## config.mk

```make
export PLATFORM = sky130hd
export DESIGN_NAME = microondas_controle_flat
export DESIGN_NICKNAME = d
export VERILOG_FILES = /design/src/rtl/microondas_controle_if.sv /design/src/rtl/microondas_controle.sv /design/src/flat_wrapper.sv
export SDC_FILE = /design/constraint.sdc
export NUM_CORES = 1
export LEC_CHECK = 0
export CAP_MARGIN = 15
export CORE_ASPECT_RATIO = 0.9
export CORE_MARGIN = 1.5
export CORE_UTILIZATION = 55
export DETAILED_ROUTE_END_ITERATION = 16
export GPL_ROUTABILITY_DRIVEN = 0
export PLACE_DENSITY = 0.91
export SLEW_MARGIN = 20
export SYNTH_ARGS = -nofsm -noshare
export SYNTH_HDL_FRONTEND = slang
export SYNTH_SLANG_ARGS = --single-unit
```

## constraint.sdc

```tcl
create_clock -name clk100Hz -period 4.9 [get_ports clk100Hz]
set_clock_uncertainty 0.1 [all_clocks]
set_input_delay 0.735 -clock clk100Hz [delete_from_list [all_inputs] [get_ports clk100Hz]]
set_output_delay 0.735 -clock clk100Hz [all_outputs]
set_load 0.02 [all_outputs]
```

## src/rtl/microondas_controle_if.sv

```systemverilog
`default_nettype none
// +----------------------------------------------------------------------+
// | Module   : microondas_controle_if                                    |
// | Purpose  : Front-panel bundle between the microwave controller and   |
// |            its keypad, buttons, door switch, display and magnetron.  |
// | Signals  : teclado[9:0]   one-hot keypad, bit k = digit k            |
// |            startn/stopn/clrn  active-low buttons (levels)            |
// |            porta_fechada  1 = door closed                            |
// |            bcd_min/bcd_dez/bcd_uni  M:SS cook time in BCD            |
// |            ligar  magnetron enable, bip  end-of-cycle alarm          |
// |            estado  IDLE=0 COOK=1 PAUSE=2 DONE=3                      |
// | Modports : master drives the panel inputs, slave is the controller. |
// | Revision : 1.0 - initial release                                     |
// +----------------------------------------------------------------------+
interface microondas_controle_if;
  logic [9:0] teclado;
  logic       startn;
  logic       stopn;
  logic       clrn;
  logic       porta_fechada;
  logic [3:0] bcd_min;
  logic [3:0] bcd_dez;
  logic [3:0] bcd_uni;
  logic       ligar;
  logic       bip;
  logic [1:0] estado;

  modport master (
    output teclado, startn, stopn, clrn, porta_fechada,
    input  bcd_min, bcd_dez, bcd_uni, ligar, bip, estado
  );

  modport slave (
    input  teclado, startn, stopn, clrn, porta_fechada,
    output bcd_min, bcd_dez, bcd_uni, ligar, bip, estado
  );
endinterface
`default_nettype wire

```

## src/rtl/microondas_controle.sv

```systemverilog
`default_nettype none
// +----------------------------------------------------------------------+
// | Module   : microondas_controle                                       |
// | Purpose  : Cooking-cycle controller. Collects the M:SS time from the |
// |            keypad, runs the 1 Hz countdown, drives the magnetron     |
// |            enable and the end-of-cycle alarm.                        |
// | Ports    : clk100Hz  system clock, rising edge                       |
// |            rst       synchronous active-high reset                   |
// |            ctl       microondas_controle_if.slave (panel bundle)     |
// | Params   : PRESCALE     clock cycles per countdown second            |
// |            DONE_CYCLES  cycles the alarm sounds before IDLE          |
// | Options  : QUICK_START_EN - start at 0:00 loads 0:30, start while    |
// |            cooking adds 30 s (saturating at 9:59).                   |
// | Revision : 1.0 - initial release                                     |
// +----------------------------------------------------------------------+
module microondas_controle #(
  parameter int PRESCALE    = 100,
  parameter int DONE_CYCLES = 300
) (
  input  wire logic             clk100Hz,
  input  wire logic             rst,
  microondas_controle_if.slave  ctl
);

  localparam int PW = (PRESCALE > 1) ? $clog2(PRESCALE) : 1;
  localparam int DW = (DONE_CYCLES > 1) ? $clog2(DONE_CYCLES) : 1;
  localparam logic [PW-1:0] PRESC_LAST = PW'(PRESCALE - 1);
  localparam logic [DW-1:0] DONE_LAST  = DW'(DONE_CYCLES - 1);

  typedef enum logic [1:0] {
    ST_IDLE  = 2'd0,
    ST_COOK  = 2'd1,
    ST_PAUSE = 2'd2,
    ST_DONE  = 2'd3
  } state_t;

  state_t        state_q;
  logic [3:0]    min_q, dez_q, uni_q;
  logic [PW-1:0] presc_q;
  logic [DW-1:0] done_cnt_q;
  logic          ligar_q, bip_q;
  logic          key_prev_q, startn_prev_q, stopn_prev_q;

  // Button / key edge detection
  logic       start_edge, stop_edge;
  logic       key_any, key_edge, key_onehot, key_ok;
  logic [3:0] key_val;

  assign start_edge = startn_prev_q & ~ctl.startn;
  assign stop_edge  = stopn_prev_q  & ~ctl.stopn;
  assign key_any    = |ctl.teclado;
  assign key_edge   = key_any & ~key_prev_q;
  // x & (x-1) clears the lowest set bit: zero means at most one bit set
  assign key_onehot = key_any & ((ctl.teclado & (ctl.teclado - 10'd1)) == 10'd0);
  // A key shifted in makes the old seconds digit the new tens digit,
  // which must stay within 0-5
  assign key_ok     = key_edge & key_onehot & (uni_q <= 4'd5);

  always_comb begin
    key_val = 4'd0;
    for (int k = 0; k < 10; k++) begin
      if (ctl.teclado[k]) key_val = 4'(k);
    end
  end

  // Countdown helpers
  logic       time_zero, last_sec, tick;
  logic [3:0] dec_min, dec_dez, dec_uni;

  assign time_zero = (min_q == 4'd0) && (dez_q == 4'd0) && (uni_q == 4'd0);
  assign last_sec  = (min_q == 4'd0) && (dez_q == 4'd0) && (uni_q == 4'd1);
  assign tick      = (presc_q == PRESC_LAST);

  always_comb begin
    dec_min = min_q;
    dec_dez = dez_q;
    dec_uni = uni_q;
    if (uni_q != 4'd0) begin
      dec_uni = uni_q - 4'd1;
    end else if (dez_q != 4'd0) begin
      dec_dez = dez_q - 4'd1;
      dec_uni = 4'd9;
    end else begin
      dec_min = min_q - 4'd1;
      dec_dez = 4'd5;
      dec_uni = 4'd9;
    end
  end

`ifdef QUICK_START_EN
  // +30 s in BCD: tens digit carries into minutes past 5; a carry out of
  // the minutes digit pins the time at 9:59
  logic [3:0] add_min, add_dez, add_uni;

  always_comb begin
    add_min = min_q;
    add_dez = dez_q + 4'd3;
    add_uni = uni_q;
    if (dez_q >= 4'd3) begin
      if (min_q == 4'd9) begin
        add_min = 4'd9;
        add_dez = 4'd5;
        add_uni = 4'd9;
      end else begin
        add_min = min_q + 4'd1;
        add_dez = dez_q - 4'd3;
      end
    end
  end
`endif

  always_ff @(posedge clk100Hz) begin
    if (rst) begin
      state_q       <= ST_IDLE;
      min_q         <= 4'd0;
      dez_q         <= 4'd0;
      uni_q         <= 4'd0;
      presc_q       <= '0;
      done_cnt_q    <= '0;
      ligar_q       <= 1'b0;
      bip_q         <= 1'b0;
      key_prev_q    <= 1'b0;
      startn_prev_q <= 1'b1;
      stopn_prev_q  <= 1'b1;
    end else begin
      key_prev_q    <= key_any;
      startn_prev_q <= ctl.startn;
      stopn_prev_q  <= ctl.stopn;

      if (!ctl.clrn) begin
        state_q    <= ST_IDLE;
        min_q      <= 4'd0;
        dez_q      <= 4'd0;
        uni_q      <= 4'd0;
        presc_q    <= '0;
        done_cnt_q <= '0;
        ligar_q    <= 1'b0;
        bip_q      <= 1'b0;
      end else begin
        case (state_q)
          ST_IDLE: begin
            if (stop_edge) begin
              min_q <= 4'd0;
              dez_q <= 4'd0;
              uni_q <= 4'd0;
            end else if (start_edge) begin
              // Any start edge consumes the cycle, even when refused
              if (ctl.porta_fechada && !time_zero) begin
                state_q <= ST_COOK;
                presc_q <= '0;
                ligar_q <= 1'b1;
              end
`ifdef QUICK_START_EN
              else if (ctl.porta_fechada) begin
                min_q   <= 4'd0;
                dez_q   <= 4'd3;
                uni_q   <= 4'd0;
                state_q <= ST_COOK;
                presc_q <= '0;
                ligar_q <= 1'b1;
              end
`endif
            end else if (key_ok) begin
              min_q <= dez_q;
              dez_q <= uni_q;
              uni_q <= key_val;
            end
          end

          ST_COOK: begin
            if (!ctl.porta_fechada || stop_edge) begin
              // Prescaler is left as is so the second resumes mid-way
              state_q <= ST_PAUSE;
              ligar_q <= 1'b0;
            end
`ifdef QUICK_START_EN
            else if (start_edge) begin
              min_q <= add_min;
              dez_q <= add_dez;
              uni_q <= add_uni;
            end
`endif
            else if (tick) begin
              presc_q <= '0;
              min_q   <= dec_min;
              dez_q   <= dec_dez;
              uni_q   <= dec_uni;
              if (last_sec) begin
                state_q    <= ST_DONE;
                ligar_q    <= 1'b0;
                bip_q      <= 1'b1;
                done_cnt_q <= '0;
              end
            end else begin
              presc_q <= presc_q + 1'b1;
            end
          end

          ST_PAUSE: begin
            if (stop_edge) begin
              state_q <= ST_IDLE;
              min_q   <= 4'd0;
              dez_q   <= 4'd0;
              uni_q   <= 4'd0;
            end else if (start_edge && ctl.porta_fechada) begin
              state_q <= ST_COOK;
              ligar_q <= 1'b1;
            end
          end

          ST_DONE: begin
            if (stop_edge || !ctl.porta_fechada || (done_cnt_q == DONE_LAST)) begin
              state_q    <= ST_IDLE;
              bip_q      <= 1'b0;
              done_cnt_q <= '0;
            end else begin
              done_cnt_q <= done_cnt_q + 1'b1;
            end
          end

          default: begin
            state_q <= ST_IDLE;
            ligar_q <= 1'b0;
            bip_q   <= 1'b0;
          end
        endcase
      end
    end
  end

  assign ctl.bcd_min = min_q;
  assign ctl.bcd_dez = dez_q;
  assign ctl.bcd_uni = uni_q;
  assign ctl.ligar   = ligar_q;
  assign ctl.bip     = bip_q;
  assign ctl.estado  = state_q;

endmodule
`default_nettype wire

```

## src/flat_wrapper.sv

```systemverilog
// flat-port wrapper written by rule: the top's interface ports become plain ports
module microondas_controle_flat 
#(
  parameter int PRESCALE    = 100,
  parameter int DONE_CYCLES = 300
)
  (clk100Hz, rst, ctl_teclado, ctl_startn, ctl_stopn, ctl_clrn, ctl_porta_fechada, ctl_bcd_min, ctl_bcd_dez, ctl_bcd_uni, ctl_ligar, ctl_bip, ctl_estado);
  microondas_controle_if ctl_i ();
  input  wire logic clk100Hz;
  input  wire logic rst;
  input wire logic [$bits(ctl_i.teclado)-1:0] ctl_teclado;
  input wire logic [$bits(ctl_i.startn)-1:0] ctl_startn;
  input wire logic [$bits(ctl_i.stopn)-1:0] ctl_stopn;
  input wire logic [$bits(ctl_i.clrn)-1:0] ctl_clrn;
  input wire logic [$bits(ctl_i.porta_fechada)-1:0] ctl_porta_fechada;
  output wire logic [$bits(ctl_i.bcd_min)-1:0] ctl_bcd_min;
  output wire logic [$bits(ctl_i.bcd_dez)-1:0] ctl_bcd_dez;
  output wire logic [$bits(ctl_i.bcd_uni)-1:0] ctl_bcd_uni;
  output wire logic [$bits(ctl_i.ligar)-1:0] ctl_ligar;
  output wire logic [$bits(ctl_i.bip)-1:0] ctl_bip;
  output wire logic [$bits(ctl_i.estado)-1:0] ctl_estado;
  assign ctl_i.teclado = ctl_teclado;
  assign ctl_i.startn = ctl_startn;
  assign ctl_i.stopn = ctl_stopn;
  assign ctl_i.clrn = ctl_clrn;
  assign ctl_i.porta_fechada = ctl_porta_fechada;
  assign ctl_bcd_min = ctl_i.bcd_min;
  assign ctl_bcd_dez = ctl_i.bcd_dez;
  assign ctl_bcd_uni = ctl_i.bcd_uni;
  assign ctl_ligar = ctl_i.ligar;
  assign ctl_bip = ctl_i.bip;
  assign ctl_estado = ctl_i.estado;
  microondas_controle #(.PRESCALE(PRESCALE), .DONE_CYCLES(DONE_CYCLES)) u_core (.clk100Hz(clk100Hz), .rst(rst), .ctl(ctl_i));
endmodule
```

==> metrics <==
top cell type's share of synthesized area=0.307; Critical Path End Type=register; placed instance area=2610 um2; sequential share of power=0.405; Worst EP required=just under 5000 ps; WHS=between 400 and 500 ps; VDD IR max=0.229 mV; area delta synth->final=20.6%; placed cell count=346; share of cells above drive strength 1=0.0850; drt total wl=approximately 5.7 mm; DRT Pass-1 Iters=6; FILL cells=~320; multi-input logic area=1490 um2; Slowest-stage cell, CP=o32ai_4; r2r setup slk=roughly 2200 ps; Final ANT Viol Nets=0; Clock Tree Root=clkbuf_8; WL met2=2.56 mm; Die H=64.1 um; first-pass GRT wire length=9.73 mm; internal power=546 uW; routed wl met3=435 um; Nets=331; min-delay src=u_core.presc_q[5]$_SDFFE_PP0P_; die area=approximately 4500 um2; Std-Cell Rows=22; PortBufs=31; P per Cell Area=between 200 and 300 nW/um2; sw frac=0.263; asr flop ratio synth=0; Avg WL per Cell=16.2 um; worst stage delay on the critical path=between 500 and 600 ps; flip-flop and latch area=around 700 um2; measured slew at the worst slew-check pin=827 ps; worst setup margin=1750 ps; worst reg2reg path depth=7; DP Worst Slack=1460 ps; CP arrival=3200 ps; critical path type=in -> reg; Yosys Warn Count=0; CTS tree=built; drc violations=0; Avg Inst Size Synth=8.29 um2; Max Clk Rate=roughly 320 MHz; die width=70.9 um; n_diodes=0; Crit Path Max Fanout=16; leading area contributor after synthesis=dfxtp_1; R2R Path Start=u_core.ctl.estado[0]$_SDFFE_PP0P_; Gate Count Post-Synth=between 200 and 300; DR top layer=met4; Seq cells post-synth=35; antenna violations before repair=0; largest net degree at the start of global routing=18; H-tree depth=2; Final setup viols=0; Post-CTS Setup Repair Bufs=0; worst skew pair latency=300 ps; leading register cell type out of synthesis=dfxtp_1; WP buf/inv=1; Gate power share=0.165; IO Pins=32; Hold Path Class=reg -> reg; Final Max Slew Viols=0; crit path cell chain=clkdlybuf4s50_1 -> or3_4 -> o41ai_1 -> o21ai_1 -> o32ai_4 -> o2111ai_1 -> nor3b_2; via count=2,196; CP Capture Point=u_core.ctl.bcd_min[1]$_SDFFE_PP0P_; RR Endpoint=u_core.ctl.bcd_min[1]$_SDFFE_PP0P_; fin cells=354; count of different cell masters after synthesis=57; final hold violations=0; Post-synth EDFFs=0; gr usage total=0.266; Max clock buf depth=2; post-route cell area=roughly 2700 um2; Starting Density=0.567; total power=~740 uW; hold buffers post-CTS=0; outcome=completed; Layout Utilization=0.684; vias in the first global route=2,041; Worst-path clk slew=70 ps; global route overflow=0; Clock power frac=0.430; Num CTS Buffers=5; Post-Route Setup TNS=0 ps; ratio of final minimum period to clock period=0.642; worst rel slew slack=0.446; Lkg Pwr=0.950 nW; Mapped Area=around 2300 um2; RSZ-0062 raised after global routing=false; Worst Setup SP=ctl_teclado[2]; maximum capacitance violations=0; total net switching power=195 uW; WL met1=2.64 mm; vias per cell=6.20; Critical Path Stages=7; sequential share of the synthesized area=0.307; CTS Sinks=35; crit path launch type=input pin; Synth area leaders=dfxtp_1, nor2_1, ha_1; DRT iter0 DRCs=189; Core Footprint=4020 um2; Resized cells post-CTS=0; delay-heaviest family, CP=compound AO/OA/AOI/OAI gates; fin crit period=3150 ps; HPWL after DPL=3.98 mm; Syn Nets=301
## placed cells by master, fill, tap and decap left out, drive strengths merged, types with 3 or more instances in the layout
master         synthesis  layout
a2111oi                3       3
a22oi                  3       3
inv                   13      13
nor2                  36      36
clkbuf                 6       5
and2                   5       5
nor4b                  3       3
nand2                 17      17
nor2b                  5       5
a211oi                 7       7
or2                    4       4
o21ai                  4       4
nor3                   9       9
nand2b                 6       6
ha                    10      10
and3                   4       4
xor2                  14      14
nand4                 12      12
dfxtp                 35      35
clkdlybuf4s50          0      31
nor3b                  4       4
nand3                 12      12
a21oi                 22      22
o31ai                  6       6
mux2i                  4       4
## worst min path at each step
stage / to / slack, ps / depth (start not counted)
3_3_place_gp: u_core.presc_q[1]$_SDFFE_PP0P_ / 370 / 2
5_1_grt: u_core.presc_q[1]$_SDFFE_PP0P_ / 440 / 2
4_1_cts: u_core.presc_q[5]$_SDFFE_PP0P_ / 410 / 2
3_5_place_dp: u_core.presc_q[5]$_SDFFE_PP0P_ / 390 / 2
2_1_floorplan: u_core.presc_q[1]$_SDFFE_PP0P_ / 360 / 2
6_report: u_core.presc_q[5]$_SDFFE_PP0P_ / 410 / 2
## layout make-up
cell class	instances	area share
Multi-Input combinational cell	219	0.543
Sequential cell	35	0.255
Timing Repair Buffer	31	0.113
Clock buffer	5	0.0250
Clock inverter	3	0.0246
Tap cell	48	0.0218
Inverter	13	0.0178
## sequential cells by signal (all words and copies together) (netlist names)
register and flops:
u_core.ctl.ligar 1, u_core.done_cnt_q 9, u_core.startn_prev_q 1, u_core.ctl.bcd_dez 4, u_core.ctl.estado 2, u_core.stopn_prev_q 1
u_core.ctl.bcd_uni 4, u_core.presc_q 7, u_core.key_prev_q 1, u_core.ctl.bcd_min 4, u_core.ctl.bip 1
## cell usage after synthesis (2+ instances only)
| cell type | instances |
|---|---|
| mux2i_1 | 4 |
| a211oi_1 | 5 |
| o31ai_1 | 5 |
| ha_1 | 10 |
| nand2b_1 | 6 |
| nor2b_1 | 5 |
| clkbuf_1 | 6 |
| and3_1 | 4 |
| dfxtp_1 | 35 |
| a31oi_1 | 2 |
| nand4_1 | 11 |
| nor2_1 | 36 |
| or2_2 | 4 |
| or4_1 | 2 |
| xor2_1 | 14 |
| nand2_1 | 17 |
| a22oi_1 | 3 |
| a32o_1 | 2 |
| inv_1 | 13 |
| a21oi_1 | 21 |
| o21ai_1 | 2 |
| a311oi_1 | 2 |
| o41ai_1 | 2 |
| nor3_1 | 8 |
| and2_1 | 5 |
| nand3_1 | 12 |
| o21ai_0 | 2 |
| xnor2_1 | 2 |
| o21a_1 | 2 |
| nor3b_2 | 2 |
| a211oi_2 | 2 |
| nor3b_1 | 2 |
| a2111oi_2 | 2 |
| o211ai_1 | 2 |
## logic make-up (layout without fill, tap and decap cells)
| logic type | after synthesis | in the layout | synth area share |
|---|---|---|---|
| and+or+nand+nor | 125 | 125 | 0.304 |
| AOI/OAI and AO/OA | 64 | 64 | 0.217 |
| DFF | 35 | 35 | 0.307 |
| buffers and inverters | 21 | 52 | 0.0379 |
| xor gates and xnor gates | 16 | 16 | 0.0615 |
| adders and majority gates | 10 | 10 | 0.0549 |
| muxes | 4 | 4 | 0.0176 |
## tightest hold or removal path, cell delays in order (launching register included)
cell     delay, ps
dfxtp_1        340
xor2_1          70
nor2_1          70
## power by group through the flow
stage	clock (mW)	combinational [mW]	sequential, mW
after global routing	0.337	0.132	0.301
after global placement	0	0.116	0.306
after CTS	0.320	0.120	0.300
final	0.318	0.122	0.300
after floorplan	0	0.0731	0.309
after detailed placement	0	0.119	0.306
## routing by layer
metal | vias to the layer above | GRT usage
li1 | 1065 | -
met1 | 1009 | 0.363
met2 | 108 | 0.411
met3 | 14 | 0.0631
met4 | 0 | 0.0896
met5 | - | 0
Note: power is estimated with default switching activity, not from simulation.
